<file path="src/rtl/team_12_wbm_pkg.sv">
// ============================================================================
// team_12_wbm_pkg : shared types and constants for the Wishbone master
// Revision: 1.0
// ============================================================================
`default_nettype none

package team_12_wbm_pkg;

  typedef enum logic [1:0] {
    ST_IDLE = 2'd0,
    ST_BUS  = 2'd1,
    ST_RESP = 2'd2
  } wbm_state_e;

  // 69-bit request word carried through the queue
  typedef struct packed {
    logic        we;
    logic [3:0]  sel;
    logic [31:0] adr;
    logic [31:0] dat;
  } wbm_req_t;

  localparam logic [31:0] RD_ERR_DATA = 32'h0;

endpackage

`default_nettype wire

</file>
<file path="src/rtl/team_12_wb_master_if.sv">
// ============================================================================
// team_12_wb_master_if : request/response channels plus Wishbone B4 bus
// Revision: 1.0
// ============================================================================
`default_nettype none

interface team_12_wb_master_if;

  logic        req_valid;
  logic        req_ready;
  logic        req_we;
  logic [31:0] req_adr;
  logic [31:0] req_dat;
  logic [3:0]  req_sel;

  logic        rsp_valid;
  logic        rsp_ready;
  logic [31:0] rsp_dat;
  logic        rsp_err;

  logic [31:0] ADR_O;
  logic [31:0] DAT_O;
  logic [3:0]  SEL_O;
  logic        WE_O;
  logic        STB_O;
  logic        CYC_O;
  logic [31:0] DAT_I;
  logic        ACK_I;

  modport master (
    input  req_valid, req_we, req_adr, req_dat, req_sel,
    output req_ready,
    output rsp_valid, rsp_dat, rsp_err,
    input  rsp_ready,
    output ADR_O, DAT_O, SEL_O, WE_O, STB_O, CYC_O,
    input  DAT_I, ACK_I
  );

  modport slave (
    output req_valid, req_we, req_adr, req_dat, req_sel,
    input  req_ready,
    input  rsp_valid, rsp_dat, rsp_err,
    output rsp_ready,
    input  ADR_O, DAT_O, SEL_O, WE_O, STB_O, CYC_O,
    output DAT_I, ACK_I
  );

endinterface

`default_nettype wire

</file>
<file path="src/rtl/team_12_wbm_req_fifo.sv">
// ============================================================================
// team_12_wbm_req_fifo : 2-entry synchronous request queue
// Revision: 1.0
// ============================================================================
`default_nettype none

module team_12_wbm_req_fifo
  import team_12_wbm_pkg::*;
(
  input  logic       clk_i,
  input  logic       nrst,
  input  logic       i_push,
  input  wbm_req_t   i_din,
  input  logic       i_pop,
  output wbm_req_t   o_dout,
  output logic       o_full,
  output logic       o_empty,
  output logic [1:0] o_count
);

  wbm_req_t   r_mem [0:1];
  logic       r_wptr;
  logic       r_rptr;
  logic [1:0] r_count;
  logic       w_push;
  logic       w_pop;

  // Push gated on count alone: a full queue refuses even if it pops this edge
  assign w_push = i_push && (r_count != 2'd2);
  assign w_pop  = i_pop  && (r_count != 2'd0);

  always_ff @(posedge clk_i) begin
    if (!nrst) begin
      r_wptr  <= 1'b0;
      r_rptr  <= 1'b0;
      r_count <= 2'd0;
    end else begin
      if (w_push) r_wptr <= ~r_wptr;
      if (w_pop)  r_rptr <= ~r_rptr;
      case ({w_push, w_pop})
        2'b10:   r_count <= r_count + 2'd1;
        2'b01:   r_count <= r_count - 2'd1;
        default: r_count <= r_count;
      endcase
    end
  end

  always_ff @(posedge clk_i) begin
    if (w_push) r_mem[r_wptr] <= i_din;
  end

  assign o_dout  = r_mem[r_rptr];
  assign o_full  = (r_count == 2'd2);
  assign o_empty = (r_count == 2'd0);
  assign o_count = r_count;

endmodule

`default_nettype wire

</file>
<file path="src/rtl/team_12_wb_master.sv">
// ============================================================================
// team_12_wb_master : queued single-transfer Wishbone B4 master with timeout
// Revision: 1.0
// ============================================================================
`default_nettype none

module team_12_wb_master
  import team_12_wbm_pkg::*;
#(
  parameter int TIMEOUT_CYCLES = 255
) (
  input  logic                clk_i,
  input  logic                nrst,
  team_12_wb_master_if.master bus,
  output logic                busy
);

  localparam int c_cnt_w = (TIMEOUT_CYCLES > 0) ? $clog2(TIMEOUT_CYCLES + 1) : 1;

  wbm_state_e r_state;
  wbm_state_e w_state_nxt;

  wbm_req_t   w_push_req;
  wbm_req_t   w_head;
  logic       w_full;
  logic       w_empty;
  logic [1:0] w_count;

  logic       w_pop;
  logic       w_ack_hit;
  logic       w_tmo_hit;
  logic       w_rsp_take;
  logic       w_tmo_expire;

  logic [31:0] r_adr;
  logic [31:0] r_dat;
  logic [3:0]  r_sel;
  logic        r_we;
  logic        r_stb;
  logic        r_cyc;
  logic        r_rsp_valid;
  logic [31:0] r_rsp_dat;
  logic        r_rsp_err;

  assign w_push_req.we  = bus.req_we;
  assign w_push_req.sel = bus.req_sel;
  assign w_push_req.adr = bus.req_adr;
  assign w_push_req.dat = bus.req_dat;

  team_12_wbm_req_fifo u_req_fifo (
    .clk_i   (clk_i),
    .nrst    (nrst),
    .i_push  (bus.req_valid),
    .i_din   (w_push_req),
    .i_pop   (w_pop),
    .o_dout  (w_head),
    .o_full  (w_full),
    .o_empty (w_empty),
    .o_count (w_count)
  );

  generate
    if (TIMEOUT_CYCLES > 0) begin : g_tmo
      localparam logic [c_cnt_w-1:0] c_tmo_last = c_cnt_w'(TIMEOUT_CYCLES - 1);
      logic [c_cnt_w-1:0] r_tmo_cnt;

      always_ff @(posedge clk_i) begin
        if (!nrst) begin
          r_tmo_cnt <= '0;
        end else if (w_pop) begin
          r_tmo_cnt <= '0;
        end else if (r_state == ST_BUS && !bus.ACK_I && !w_tmo_expire) begin
          r_tmo_cnt <= r_tmo_cnt + 1'b1;
        end
      end

      assign w_tmo_expire = (r_tmo_cnt == c_tmo_last);
    end else begin : g_no_tmo
      assign w_tmo_expire = 1'b0;
    end
  endgenerate

  // ACK is tested before the timeout so a coincident ACK completes normally
  always_comb begin
    w_state_nxt = r_state;
    w_pop       = 1'b0;
    w_ack_hit   = 1'b0;
    w_tmo_hit   = 1'b0;
    w_rsp_take  = 1'b0;
    case (r_state)
      ST_IDLE: begin
        if (!w_empty) begin
          w_pop       = 1'b1;
          w_state_nxt = ST_BUS;
        end
      end
      ST_BUS: begin
        if (bus.ACK_I) begin
          w_ack_hit   = 1'b1;
          w_state_nxt = ST_RESP;
        end else if (w_tmo_expire) begin
          w_tmo_hit   = 1'b1;
          w_state_nxt = ST_RESP;
        end
      end
      ST_RESP: begin
        if (bus.rsp_ready) begin
          w_rsp_take  = 1'b1;
          w_state_nxt = ST_IDLE;
        end
      end
      default: w_state_nxt = ST_IDLE;
    endcase
  end

  always_ff @(posedge clk_i) begin
    if (!nrst) begin
      r_state <= ST_IDLE;
    end else begin
      r_state <= w_state_nxt;
    end
  end

  always_ff @(posedge clk_i) begin
    if (!nrst) begin
      r_adr       <= 32'h0;
      r_dat       <= 32'h0;
      r_sel       <= 4'h0;
      r_we        <= 1'b0;
      r_stb       <= 1'b0;
      r_cyc       <= 1'b0;
      r_rsp_valid <= 1'b0;
      r_rsp_dat   <= 32'h0;
      r_rsp_err   <= 1'b0;
    end else begin
      if (w_pop) begin
        r_adr <= w_head.adr;
        r_dat <= w_head.dat;
        r_sel <= w_head.sel;
        r_we  <= w_head.we;
        r_stb <= 1'b1;
        r_cyc <= 1'b1;
      end
      if (w_ack_hit) begin
        r_cyc       <= 1'b0;
        r_stb       <= 1'b0;
        r_we        <= 1'b0;
        r_rsp_valid <= 1'b1;
        r_rsp_err   <= 1'b0;
        r_rsp_dat   <= r_we ? RD_ERR_DATA : bus.DAT_I;
      end
      if (w_tmo_hit) begin
        r_cyc       <= 1'b0;
        r_stb       <= 1'b0;
        r_we        <= 1'b0;
        r_rsp_valid <= 1'b1;
        r_rsp_err   <= 1'b1;
        r_rsp_dat   <= RD_ERR_DATA;
      end
      if (w_rsp_take) begin
        r_rsp_valid <= 1'b0;
      end
    end
  end

  assign bus.req_ready = !w_full;
  assign bus.ADR_O     = r_adr;
  assign bus.DAT_O     = r_dat;
  assign bus.SEL_O     = r_sel;
  assign bus.WE_O      = r_we;
  assign bus.STB_O     = r_stb;
  assign bus.CYC_O     = r_cyc;
  assign bus.rsp_valid = r_rsp_valid;
  assign bus.rsp_dat   = r_rsp_dat;
  assign bus.rsp_err   = r_rsp_err;
  assign busy          = (w_count != 2'd0) || (r_state != ST_IDLE);

endmodule

`default_nettype wire
</file>
<file path="src/flat_wrapper.sv">
// flat-port wrapper written by rule: the top's interface ports become plain ports
module team_12_wb_master_flat import team_12_wbm_pkg::*;
#(
  parameter int TIMEOUT_CYCLES = 255
)
  (clk_i, nrst, busy, bus_req_valid, bus_req_we, bus_req_adr, bus_req_dat, bus_req_sel, bus_req_ready, bus_rsp_valid, bus_rsp_dat, bus_rsp_err, bus_rsp_ready, bus_ADR_O, bus_DAT_O, bus_SEL_O, bus_WE_O, bus_STB_O, bus_CYC_O, bus_DAT_I, bus_ACK_I);
  team_12_wb_master_if bus_i ();
  input  logic clk_i;
  input  logic nrst;
  output logic busy;
  input wire logic [$bits(bus_i.req_valid)-1:0] bus_req_valid;
  input wire logic [$bits(bus_i.req_we)-1:0] bus_req_we;
  input wire logic [$bits(bus_i.req_adr)-1:0] bus_req_adr;
  input wire logic [$bits(bus_i.req_dat)-1:0] bus_req_dat;
  input wire logic [$bits(bus_i.req_sel)-1:0] bus_req_sel;
  output wire logic [$bits(bus_i.req_ready)-1:0] bus_req_ready;
  output wire logic [$bits(bus_i.rsp_valid)-1:0] bus_rsp_valid;
  output wire logic [$bits(bus_i.rsp_dat)-1:0] bus_rsp_dat;
  output wire logic [$bits(bus_i.rsp_err)-1:0] bus_rsp_err;
  input wire logic [$bits(bus_i.rsp_ready)-1:0] bus_rsp_ready;
  output wire logic [$bits(bus_i.ADR_O)-1:0] bus_ADR_O;
  output wire logic [$bits(bus_i.DAT_O)-1:0] bus_DAT_O;
  output wire logic [$bits(bus_i.SEL_O)-1:0] bus_SEL_O;
  output wire logic [$bits(bus_i.WE_O)-1:0] bus_WE_O;
  output wire logic [$bits(bus_i.STB_O)-1:0] bus_STB_O;
  output wire logic [$bits(bus_i.CYC_O)-1:0] bus_CYC_O;
  input wire logic [$bits(bus_i.DAT_I)-1:0] bus_DAT_I;
  input wire logic [$bits(bus_i.ACK_I)-1:0] bus_ACK_I;
  assign bus_i.req_valid = bus_req_valid;
  assign bus_i.req_we = bus_req_we;
  assign bus_i.req_adr = bus_req_adr;
  assign bus_i.req_dat = bus_req_dat;
  assign bus_i.req_sel = bus_req_sel;
  assign bus_req_ready = bus_i.req_ready;
  assign bus_rsp_valid = bus_i.rsp_valid;
  assign bus_rsp_dat = bus_i.rsp_dat;
  assign bus_rsp_err = bus_i.rsp_err;
  assign bus_i.rsp_ready = bus_rsp_ready;
  assign bus_ADR_O = bus_i.ADR_O;
  assign bus_DAT_O = bus_i.DAT_O;
  assign bus_SEL_O = bus_i.SEL_O;
  assign bus_WE_O = bus_i.WE_O;
  assign bus_STB_O = bus_i.STB_O;
  assign bus_CYC_O = bus_i.CYC_O;
  assign bus_i.DAT_I = bus_DAT_I;
  assign bus_i.ACK_I = bus_ACK_I;
  team_12_wb_master #(.TIMEOUT_CYCLES(TIMEOUT_CYCLES)) u_core (.clk_i(clk_i), .nrst(nrst), .bus(bus_i), .busy(busy));
endmodule
</file>
<file path="config.mk">
export PLATFORM = sky130hd
export DESIGN_NAME = team_12_wb_master_flat
export DESIGN_NICKNAME = d
export VERILOG_FILES = /design/src/rtl/team_12_wbm_pkg.sv /design/src/rtl/team_12_wb_master_if.sv /design/src/rtl/team_12_wbm_req_fifo.sv /design/src/rtl/team_12_wb_master.sv /design/src/flat_wrapper.sv
export SDC_FILE = /design/constraint.sdc
export NUM_CORES = 1
export LEC_CHECK = 0
export BUFFER_PORTS_ARGS = -buffer_cell sky130_fd_sc_hd__buf_2
export CELL_PAD_IN_SITES_DETAIL_PLACEMENT = 1
export CELL_PAD_IN_SITES_GLOBAL_PLACEMENT = 2
export CORE_MARGIN = 4
export CORE_UTILIZATION = 40
export CTS_BUF_LIST = sky130_fd_sc_hd__clkbuf_4
export CTS_CLUSTER_SIZE = 30
export DETAILED_ROUTE_END_ITERATION = 12
export GPL_TIMING_DRIVEN = 1
export PLACE_DENSITY_LB_ADDON = 0.2
export SLEW_MARGIN = 10
export SYNTH_ARGS = -nofsm -noshare
export SYNTH_HDL_FRONTEND = slang
export SYNTH_SLANG_ARGS = --single-unit
</file>
<file path="constraint.sdc">
create_clock -name clk_i -period 8.39 [get_ports clk_i]
set_input_delay 0 -clock clk_i [delete_from_list [all_inputs] [get_ports clk_i]]
set_output_delay 0 -clock clk_i [all_outputs]
set_load 0.03 [all_outputs]
</file>
Word level (Yosys, flattened, before mapping). Memory sizes are Yosys's and may differ from the RTL's. A register that Yosys moved wholly into a read port is not among the register bits. Cells that the tools add are included.

Bits in registers: 118. Memory bits (writable): 138. Input bits: 106. Logic and storage cells: 73. Memories kept: 1.

Add/subtract/negate cells: 3. Eq/ne operators: 10. Muxes and demuxes: 24. Bitwise operators: 3. Reduce and logical (&&, ||, !) cells: 19.

Memories: u_core.u_req_fifo.r_mem (depth 2, bits a word 69, read ports 1, clocked after Yosys merged registers in 1, write ports 1, line team_12_wbm_req_fifo.sv:21) `wbm_req_t r_mem [0:1];`.

Operators by type and width (count): $mux 32 (1); $mux 1 (17); $add 8x1->8 const B (1); $eq 8x8->1 const B (1); $mux 2 (4); $reduce_bool 2->1 (4); $eq 2x2->1 const B (3); $ne 2x2->1 const B (3); $pmux 2 s3 (1); $reduce_or 2->1 (3); $eq 2x1->1 const B (2); $logic_and 1x1->1 (4); $logic_not 2->1 (2); $pmux 2 s2 (1); $logic_not 1->1 (3); $ne 3x2->1 const B (1); $not 1->1 (3); $reduce_and 3->1 (1); $reduce_or 3->1 (1); $add 2x1->2 const B (1); $sub 2x1->2 const B (1); $logic_or 1x1->1 (1).

Longest topological paths before layout. Gate-level depths: netlist (run 1).

Depth after elaboration: 6. Gate-level depth with buffers: 8. Mapped depth without buffers: 6.

Cells and area by module. From an unflattened synthesis (run 1), not the netlist that was laid out.

Cell total of the unflattened synthesis: 759. Area, all modules: 9824.4 um^2.

By module, submodules not included: team_12_wbm_req_fifo (instances 1, cells each 241, area an instance 5202.5 um^2, sequential area each 4244.1 um^2); team_12_wb_master (instances 1, cells each 518, area an instance 4621.9 um^2, sequential area each 2282.2 um^2).

Worst setup path before layout (run 1). OpenSTA, ideal clock, no wires.

Kind: register to register. Start: register u_core.u_req_fifo.r_count[0] (netlist: u_core.u_req_fifo.o_count[0]). End: memory u_core.u_req_fifo.r_mem[1][0] (netlist name), enable pin. Setup time: 0.435 ns. Arrival: 2.493 ns. Required time: 7.955 ns. Setup slack: 5.462 ns. Stages on the path, launching flop included: 3. Path buffers: 0. Cells stage by stage: dfxtp_1 -> nand2b_1 -> and3_1.

Longest elaborated chain between the ends: 4.

RTL lines: from (decl) (line team_12_wbm_req_fifo.sv:24) `logic [1:0] r_count;`; from (signal assigned) (line team_12_wbm_req_fifo.sv:41) `2'b10: r_count <= r_count + 2'd1;`; from (signal assigned) (line team_12_wbm_req_fifo.sv:42) `2'b01: r_count <= r_count - 2'd1;`; from (signal assigned) (line team_12_wbm_req_fifo.sv:43) `default: r_count <= r_count;`; $ne 2x2->1 (line team_12_wbm_req_fifo.sv:29) `assign w_push = i_push && (r_count != 2'd2);`; $logic_and 1x1->1 (line team_12_wbm_req_fifo.sv:29); $mux 1 (line team_12_wbm_req_fifo.sv:49) `if (w_push) r_mem[r_wptr] <= i_din;`; $mux 1 (implied by the code) (line team_12_wbm_req_fifo.sv:49); to (decl) (line team_12_wbm_req_fifo.sv:21).

No other way between the ends.

Worst setup path in the final report (run 1).
Start: register u_core.r_state[0]. End: register u_core.r_rsp_dat[27] (netlist: u_core.bus.rsp_dat[27]).

Longest elaborated chain between the ends: 3. Elaborated cells on any way between the ends: 4. Those cells by class: 1 x eq/ne; 2 x mux; 1 x reduce/logical.

RTL lines: from (decl) (line team_12_wb_master.sv:20) `wbm_state_e r_state;`; from (signal assigned) (line team_12_wb_master.sv:120) `r_state <= w_state_nxt;`; $eq 2x1->1 * (line team_12_wb_master.sv:90) `case (r_state)`; $mux 1 (line team_12_wb_master.sv:90); $reduce_or 2->1 (no source line); to (signal assigned) (line team_12_wb_master.sv:150) `r_rsp_dat <= r_we ? RD_ERR_DATA : bus.DAT_I;`; to (decl) (line team_12_wb_master.sv:42) `logic [31:0] r_rsp_dat;`.

Mark *: on every way between the ends. The rest lies on a longest branch, timed or not. A chain may end at the register's enable or synchronous reset.

==> results.yml, run 1 <==
setup_path:
  cp-end-kind: "flip-flop"
  start_kind: "flip-flop"
  worstPathRequired_ns: 8.87
  reg2reg_slack_ns: 5.56
  r2r-start: "u_core.r_state[0]"
  reg2reg_depth: 5
  worstPathArrival_ns: 3.31
  rr_endpoint: "u_core.bus.rsp_dat[27]"
  cp_max_fo: 17
  path_class: "flip-flop to flip-flop"
place:
  place_congestion: 0.7891
  dp.cells: 1177
  hpwl_um: 15220
  postPlaceCellArea_mm2: 0.01072
  portBuffers: 212
cells_and_area:
  syn2layout_area_growth_pct: 39.07
  fin_util_pct: 57.18
  stdcell_area_mm2: 0.01310
  fin_cells: 1446
  fillers: 2383
  drive_above_1_share_pct: 31.03
  final_nets: 1183
clocking:
  cts_setup_buffers: 0
  cts_tree: "built"
  cts_buffers: 71
  cts.path.max_buffers: 3
  root_buffer: "clkbuf_4"
  cts_sinks: 257
  cts-htree-levels: 3
  clkLatencyLatePin_ns: 0.65
  clkTransAtPathRegs_ns: 0.06
pwr:
  power_density_mw_per_mm2: 357.9
  p_leak_nw: 5.150
  ir_worst_vdd_mv: 0.1914
logic_synthesis:
  yosysMostFrequentCell: "edfxtp_1"
  synth-main-ff-cell: "edfxtp_1"
  ys_ff_latch: 257
  synth_simple_gate_area_share_pct: 5.935
  synth.largest_area_cell: "edfxtp_1"
  synth_edf_count: 138
  synthArstFlopShare_pct: 0
  synth-adder-area-share_pct: 0.3984
  synthTopCellsByCount: "138 x edfxtp_1, 119 x dfxtp_1, 111 x a21oi_1"
  synth_xor_xnor_area_share_pct: 0.1859
  synth_cells: 704
  ys_types: 43
  synth.area.top_cells: "edfxtp_1 44%, dfxtp_1 25%, mux2i_1 7.8%"
  synth_nets: 813
  synth_compound_area_share_pct: 13.76
  synth_top_family_by_area: "compound AO/OA/AOI/OAI gates"
  synth_warnings: 0
  synth_mux_area_share_pct: 7.755
  ys_seq_area_share_pct: 69.26
  syn_avg_cell_area_um2: 13.38
  synth_top_area_share_pct: 43.98
  syn_area_mm2: 0.009423
global_route:
  antenna_found_initial: 2
  grt-busiest-layer: "met2"
  grt_overflow: 0
  met2_usage_pct: 37.43
  grt_pass1_wl_um: 43300
  grtUsageMet3_pct: 5.307
  grt.total_usage_pct: 20.60
  met1_usage_pct: 23.26
  grt_max_degree: 71
  grt_pass1_vias: 8230
floorplan:
  core_area_mm2: 0.02292
  die-area_mm2: 0.02608
  placementRows: 55
  die_w_um: 161.5
  start_util_pct: 41.12
  die_y_um: 161.5
  io_pins: 213
sta:
  clock_skew_ns: 0.05970
  min_period_ns: 2.831
  relSlewSlack_pct: 32.33
  hold_viol_final: 0
  tns_ns: 0
  max_freq_mhz: 353.3
  rsz0062_at_grt: "no"
  setup_viol: 0
  post-route-period-util_pct: 33.74
  drv_slew: 0
  tightest_slew_ns: 1.015
worst_hold_path:
  min_from: "bus_req_dat[3]"
  holdPathStages: 2
  hp-class: "input port to flip-flop"
  hold_end: "u_core.u_req_fifo.r_mem[1][3]"
routing:
  dr_total_vias: 7245
  viasPerCell: 5.010
  routed_wl_um: 27200
  drt_iter0_markers: 426
  drt_pass1_iterations: 4
  wl_per_cell_um: 18.81
  drt_drc_violations_left: 0
  final_antenna_net_count: 0
run:
  drv_cap: 0
status:
  status: "finished, final reports clean"
## sequential cells by signal, indices dropped and copies added (netlist names), named ones only
signal,cells
u_core.bus.ADR_O,32
u_core.bus.DAT_O,32
u_core.bus.SEL_O,4
u_core.bus.STB_O,1
u_core.bus.WE_O,1
u_core.bus.rsp_dat,32
u_core.bus.rsp_err,1
u_core.bus.rsp_valid,1
u_core.g_tmo.r_tmo_cnt,8
u_core.r_state,2
u_core.u_req_fifo.o_count,2
u_core.u_req_fifo.r_mem,138
u_core.u_req_fifo.r_rptr,1
u_core.u_req_fifo.r_wptr,1
## cell families after synthesis
kind of cell | count (synthesis)
flops | 257
compound gates | 208
simple gates | 98
mux | 73
buf+inv | 63
fa+ha+maj | 3
xor+xnor | 2
## per-layer routing
layer | routed length [um] | vias up
met5 | 0 | -
met2 | 14170 | 220
met3 | 1428 | 41
met1 | 11080 | 3525
met4 | 523 | 0
li1 | - | 3459
## final cells by class
class	count	area, um2	area share [%]
antenna	2	5.005	0.03819
multi-input combinational	384	2671	20.39
sequential	257	6530	49.83
tap	313	391.6	2.989
clock inverter	17	150.1	1.146
inverter	5	20.02	0.1528
clock buffer	113	848.3	6.474
timing repair buffer	355	2487	18.98
## critical path: stages (launching register included)
cell and delay, ns:
dfxtp_1 0.48, or3b_1 0.58, o31ai_4 0.75, buf_8 0.24, a21oi_1 0.06, dlygate4sd3_1 0.57
## worst max-delay path by stage
stage | from | to | slack [ns]
2_1_floorplan | u_core.u_req_fifo.o_count[0] | u_core.u_req_fifo.r_mem[1][0] | 5.46
3_3_place_gp | u_core.r_state[0] | u_core.bus.rsp_dat[30] | 6.07
3_5_place_dp | u_core.r_state[0] | u_core.bus.rsp_dat[30] | 5.88
4_1_cts | u_core.r_state[0] | u_core.bus.rsp_dat[21] | 5.36
5_1_grt | u_core.r_state[0] | u_core.bus.rsp_dat[27] | 5.40
6_report | u_core.r_state[0] | u_core.bus.rsp_dat[27] | 5.56
## report_power, final
group	total [mW]	internal, mW	switching [mW]	leakage [nW]
sequential	1.82	1.63	0.191	2.27
combinational	1.65	0.550	1.10	2.29
clock	1.22	0.704	0.513	0.594
total	4.69	2.88	1.81	5.15
## per-stage QoR
step / power, mW / worst slack [ns] / hold slack (ns)
floorplan: 2.929 / 5.462 / 0.09887
global placement: 3.374 / 6.067 / 0.1868
detailed placement: 3.440 / 5.884 / 0.1923
CTS: 4.743 / 5.361 / 0.003152
global route: 4.971 / 5.403 / 0.04408
finish: 4.690 / 5.559 / 0.07649
## timing repair
item                                   CTS  global route
endpoints found under the hold margin  196             0
setup endpoints to repair                0             0
resized for setup                        0             0
hold buffers                           135             0
## layout by cell type, fill, tap and decap left out, types with 4 or more instances in the layout
cell,instances
edfxtp_1,138
buf_4,6
clkinv_1,10
mux2i_1,73
o21ai_0,4
clkbuf_4,113
nand2_1,35
dlygate4sd3_1,135
a211oi_1,73
nand3b_1,36
a21oi_1,111
o211ai_1,6
nand3_1,5
buf_2,212
dfxtp_1,118
nor2_1,4
No activity file was read; power rests on OpenSTA's default activity.
==> run 2, diff against run 1 <==
ABC_AREA = 1   (was not set)
CORE_UTILIZATION = 31   (was 40)
clock period = 2.3 ns   (was 8.39 ns; I/O delays follow)
==> run 2 against run 1 <==
  * Via count grew 8.3%
  * Synthesized cell count up 36%
  * First-iteration DRC count is 40% lower
  * Combinational power rose to 2.9 times the previous value
  * Cell count increased by 25%
  * Clock power rose to 3.8 times the previous value
  * Sequential share of layout area decreased by 1.9 points
  * Power increased to 3.3 times the previous value
  * Wire length down 2.8%
  * Clock-buffer cell count increased by 7
  * Fmax up 44%
  * Largest power group unchanged
==> results.yml, run 2 <==
global_route:
  grtUsageMet3_pct: 4.776
  grt_max_degree: 75
  met1_usage_pct: 18.14
  grt_pass1_wl_um: 42190
  met2_usage_pct: 26.47
  grt-busiest-layer: "met2"
  grt_pass1_vias: 8459
  grt.total_usage_pct: 15.48
  antenna_found_initial: 2
  grt_overflow: 0
sta:
  clock_skew_ns: 0.05046
  hold_viol_final: 0
  tns_ns: 0
  post-route-period-util_pct: 85.54
  tightest_slew_ns: 0.8211
  drv_slew: 0
  relSlewSlack_pct: 45.26
  setup_viol: 0
  min_period_ns: 1.967
  max_freq_mhz: 508.3
  rsz0062_at_grt: "no"
logic_synthesis:
  yosysMostFrequentCell: "o21ai_0"
  synth-main-ff-cell: "edfxtp_1"
  synth_warnings: 0
  syn_avg_cell_area_um2: 10.08
  ys_ff_latch: 257
  synth.largest_area_cell: "edfxtp_1"
  synth_cells: 960
  synth.area.top_cells: "edfxtp_1 43%, dfxtp_1 25%, o21ai_0 9.5%"
  synth_top_area_share_pct: 42.84
  syn_area_mm2: 0.009673
  synth_nets: 1069
  ys_seq_area_share_pct: 67.47
  synth_edf_count: 138
  synthArstFlopShare_pct: 0
  synthTopCellsByCount: "183 x o21ai_0, 179 x nor2_1, 138 x edfxtp_1"
  ys_types: 27
setup_path:
  worstPathRequired_ns: 2.84
  cp_max_fo: 9
  rr_endpoint: "u_core.r_state[1]"
  reg2reg_slack_ns: 0.33
  path_class: "flip-flop to flip-flop"
  start_kind: "flip-flop"
  r2r-start: "u_core.g_tmo.r_tmo_cnt[0]"
  reg2reg_depth: 11
  cp-end-kind: "flip-flop"
  worstPathArrival_ns: 2.51
  cp-startpoint: "u_core.g_tmo.r_tmo_cnt[0]"
  crit_end: "u_core.r_state[1]"
pwr:
  power_density_mw_per_mm2: 1149
  ir_worst_vdd_mv: 0.6314
  p_leak_nw: 5.888
run:
  drv_cap: 0
clocking:
  clkTransAtPathRegs_ns: 0.06
  cts_tree: "built"
  cts.path.max_buffers: 3
  cts_sinks: 257
  cts_buffers: 74
  root_buffer: "clkbuf_4"
  cts-htree-levels: 3
  clkLatencyLatePin_ns: 0.66
  cts_setup_buffers: 0
cells_and_area:
  final_common_cell: "buf_2"
  stdcell_area_mm2: 0.01362
  final_nets: 1464
  syn2layout_area_growth_pct: 40.85
  drive_above_1_share_pct: 26.27
  final_cell_mix: "212 x buf_2, 183 x o21ai_0, 177 x nor2_1, 146 x dlygate4sd3_1, 138 x edfxtp_1"
  regMostFlops: "u_core.u_req_fifo.r_mem"
  largest_reg_flops: 138
  fillers: 3556
  fin_cells: 1814
place:
  hpwl_um: 15060
  place_congestion: 0.6934
  portBuffers: 212
  dp.cells: 1529
  postPlaceCellArea_mm2: 0.01110
routing:
  drt_drc_violations_left: 0
  final_antenna_net_count: 0
  drt_iter0_markers: 254
  routed_wl_um: 26430
  viasPerCell: 4.327
  wl_per_cell_um: 14.57
  drt_pass1_iterations: 4
  dr_total_vias: 7849
floorplan:
  die_y_um: 184.6
  io_pins: 213
  start_util_pct: 31.54
  die-area_mm2: 0.03409
  core_area_mm2: 0.03067
  die_w_um: 184.6
  placementRows: 64
status:
  status: "finished, final reports clean"
worst_hold_path:
  hp-class: "input port to flip-flop"
==> run 2: worst max-delay path, cell delays in order (launching register included) <==
cell	delay, ns
dfxtp_1	0.37
inv_1	0.09
ha_1	0.20
nand2_1	0.06
nor2_1	0.05
nand2_1	0.12
nand2_4	0.12
nand2_1	0.14
o21ai_2	0.06
dlygate4sd3_1	0.55
nand2_1	0.06
inv_1	0.03
==> run 2: through the flow <==
step | total power [mW] | util (%) | hold slack [ns] | worst slack [ns]
finish | 15.65 | 44.42 | 0.07547 | 0.3326
global route | 16.93 | 44.42 | 0.001074 | 0.1351
CTS | 16.02 | 44.37 | 0.001144 | 0.3156
detailed placement | 11.00 | 36.19 | 0.1912 | 0.6523
global placement | 10.92 | 36.19 | 0.1880 | 0.6886
floorplan | 9.599 | - | 0.09887 | 0.02937
==> run 2: repair_timing <==
item,in CTS,in global routing
hold endpoints to repair,287,1
hold buffers,145,1
resized for setup,0,0
==> run 2: cell type report <==
class	count	area (um2)	area share, %
multi-input cells	533	2425	17.80
inverters	119	449.2	3.297
repair buffers	370	2663	19.54
diodes	2	5.005	0.03673
flip-flops and latches	257	6530	47.93
clock inverters	17	156.4	1.148
well taps	396	495.5	3.637
clock buffers	120	900.9	6.612
==> run 2: cells by family (layout without fill, tap and decap cells) <==
| logic type | count (synthesis) | after routing | synth area share [%] |
|---|---|---|---|
| compound gates | 225 | 225 | 11.80 |
| fa+ha+maj | 3 | 3 | 0.3881 |
| xor+xnor | 3 | 3 | 0.2717 |
| buf+inv | 170 | 626 | 7.670 |
| flops | 257 | 257 | 67.47 |
| simple gates | 302 | 302 | 12.40 |
| other cells | 0 | 2 | 0 |
==> run 2: where the power goes <==
group          total (mW)  switching (mW)  internal [mW]
sequential           6.25           0.473           5.77
combinational        4.75            3.31           1.44
clock                4.65            1.95           2.70
total                15.7            5.73           9.92
==> run 2: worst min-delay path by stage <==
stage                                           to  slack, ns  cells past startpoint             from
global placement    u_core.u_req_fifo.r_mem[0][53]       0.19                      1  bus_req_adr[21]
CTS                 u_core.u_req_fifo.r_mem[1][47]      0.001                      2  bus_req_adr[15]
global route        u_core.u_req_fifo.r_mem[1][65]      0.001                      2   bus_req_sel[1]
finish               u_core.u_req_fifo.r_mem[1][9]       0.08                      2   bus_req_dat[9]
detailed placement  u_core.u_req_fifo.r_mem[0][56]       0.19                      1  bus_req_adr[24]
floorplan            u_core.u_req_fifo.r_mem[0][0]        0.1                      0   bus_req_dat[0]
==> run 2: metal layers <==
metal	wire, um	vias to the layer above	share of wire, %
met1	11150	3612	42
li1	-	3969	-
met4	685	0	2.6
met3	1911	50	7.2
met5	0	-	0
met2	12680	218	48
==> run 3, diff against run 2 <==
clock period = 1.8 ns   (was 2.3 ns; I/O delays follow)
==> run 3 against run 2 <==
  * Sequential power is 27% higher
  * Power is 26% higher
  * Cell count is 1.3% lower
  * Worst hold slack better by 0.0035 ns
  * Sequential cell count stayed put
  * Fmax is 14% higher
  * Critical path depth is 3 lower
  * Design area is 0.56% lower
  * Core utilization is 0.25 points lower
  * Clock power is 15% higher
  * Highest routed layer unchanged
==> results.yml, run 3 (synthesized netlist as in run 2, its figures left out) <==
cells_and_area:
  regMostFlops: "u_core.u_req_fifo.r_mem"
  stdcell_area_mm2: 0.01355
  final_nets: 1452
  drive_above_1_share_pct: 26.36
  largest_reg_flops: 138
  final_common_cell: "buf_2"
  syn2layout_area_growth_pct: 40.06
  final_cell_mix: "212 x buf_2, 183 x o21ai_0, 177 x nor2_1, 138 x edfxtp_1, 126 x dlygate4sd3_1"
global_route:
  grt.total_usage_pct: 15.14
  antenna_found_initial: 3
  grt_pass1_wl_um: 41340
  grt_max_degree: 71
  grt_pass1_vias: 8266
  grt_overflow: 0
pwr:
  p_total_mw: 19.77
  comb_power_share_pct: 32.6
  p_leak_nw: 5.823
  switching_share_pct: 36.77
  p_int_mw: 12.50
  pwr-share-clk_pct: 27.2
  power_density_mw_per_mm2: 1460
  ir_worst_vdd_mv: 0.7133
  switching_power_mw: 7.271
  seq_power_share_pct: 40.2
sta:
  setup_viol: 0
  min_period_ns: 1.721
  max_freq_mhz: 581.1
  clock_skew_ns: 0.03173
  hold_viol_final: 0
  fin_ws_ns: 0.07906
  rsz0062_at_grt: "no"
  drv_slew: 0
  tightest_slew_ns: 0.5718
  relSlewSlack_pct: 61.88
  post-route-period-util_pct: 95.61
clocking:
  cts-htree-levels: 3
  clkTransAtPathRegs_ns: 0.06
  cts_buffers: 71
  cts_sinks: 257
  root_buffer: "clkbuf_4"
  clkLatencyLatePin_ns: 0.65
  cts_tree: "built"
  cts.path.max_buffers: 3
routing:
  drt_pass1_iterations: 4
  final_antenna_net_count: 0
  routed_wl_um: 26250
  drt_iter0_markers: 341
  wl_per_cell_um: 14.66
  viasPerCell: 4.367
  dr_total_vias: 7821
  drt_drc_violations_left: 0
setup_path:
  worst-path-buf-inv: 3
  path_class: "flip-flop to flip-flop"
  crit_path_max_incr_delay_ns: 0.59
  path_cells: "inv_2 > nand2_4 > nor2_4 > buf_12 > o21ai_0 > o21ai_0 > dlygate4sd3_1 > nor2_1"
  slowest_stage: "dlygate4sd3_1"
  cp_max_fo: 16
  crit_family: "buffers and inverters"
  cp-end-kind: "flip-flop"
  critPathMostFrequentCell: "o21ai_0"
  worstPathRequired_ns: 2.33
  worstPathArrival_ns: 2.25
  start_kind: "flip-flop"
place:
  place_congestion: 0.7013
  hpwl_um: 15910
  pre_cts_slack_ns: 0.2437
  portBuffers: 212
  postPlaceCellArea_mm2: 0.01129
floorplan:
  io_pins: 213
  die_y_um: 184.6
  die_w_um: 184.6
  core_area_mm2: 0.03067
  start_util_pct: 31.54
  placementRows: 64
  die-area_mm2: 0.03409
worst_hold_path:
  hp-class: "input port to flip-flop"
status:
  status: "finished, final reports clean"
run:
  drv_cap: 0
[run 3: cell count changes in the layout (fill, tap and decap cells not counted), moves of 2 or more]
cell / delta
buf_12: +10
clkbuf_16: +2
clkbuf_4: -18
clkinv_1: +4
dfxtp_1: -2
dfxtp_2: +2
dlygate4sd3_1: -20
inv_2: +3
nand2_2: -2
nand2_4: +2
[run 3: layout make-up]
class / count / area [um2]
Sequential cell: 257 / 6533
Clock buffer: 102 / 765.7
Inverter: 119 / 449.2
Tap cell: 396 / 495.5
Timing Repair Buffer: 361 / 2705
Clock inverter: 20 / 157.7
Multi-Input combinational cell: 533 / 2435
Antenna cell: 3 / 7.507
Fill cell: 3489 / 17120
[run 3: worst register-to-register path: stages (launching register included)]
cell and delay (ns):
dfxtp_1 0.34, inv_2 0.07, nand2_4 0.07, nor2_4 0.16
buf_12 0.16, o21ai_0 0.09, o21ai_0 0.10, dlygate4sd3_1 0.59
nor2_1 0.04
[run 3: worst paths after layout]
| path | start | end | slack (ns) | depth (start not counted) |
|---|---|---|---|---|
| worst min-delay path | bus_req_adr[21] | u_core.u_req_fifo.r_mem[1][53] | 0.08 | 2 |
| worst max register to register | u_core.r_state[1] | u_core.bus.rsp_dat[30] | 0.08 | 8 |
| worst min register to register | u_core.bus.rsp_valid | u_core.bus.rsp_valid | 0.46 | 2 |
| worst max-delay path | u_core.r_state[1] | u_core.bus.rsp_dat[30] | 0.08 | 8 |
[run 3: power groups by stage]
stage               Combinational [mW]  Clock (mW)  Sequential [mW]
finish                            6.45        5.37             7.95
global route                      7.22        5.96             8.10
CTS                               6.48        5.62             7.97
detailed placement                6.18           0             8.09
global placement                  6.10           0             8.06
floorplan                         3.06           0             9.22
[run 3: repair_timing]
action,in CTS,in global routing
setup endpoints to repair,0,6
gates resized for setup,0,1
endpoints found under the hold margin,344,0
setup buffers,0,2
hold buffers,126,0
[run 3: per-stage QoR]
step           utilization (%)  std cells  setup TNS [ns]  hold slack, ns
2_1_floorplan                -        960          -39.69         0.09887
3_3_place_gp             36.81       1536               0          0.1881
3_5_place_dp             36.81       1536               0          0.1918
4_1_cts                  43.93       1784               0        0.003985
5_1_grt                  44.17       1791               0         0.01892
6_report                 44.17       1791               0         0.07899
[run 3: layer usage]
layer | track usage [%] | wire [um] | vias up
met3 | 4.559 | 1793 | 40
met2 | 27.01 | 13190 | 200
li1 | - | - | 3943
met1 | 17.21 | 10790 | 3638
met5 | 0 | 0 | -
met4 | 5.344 | 475 | 0
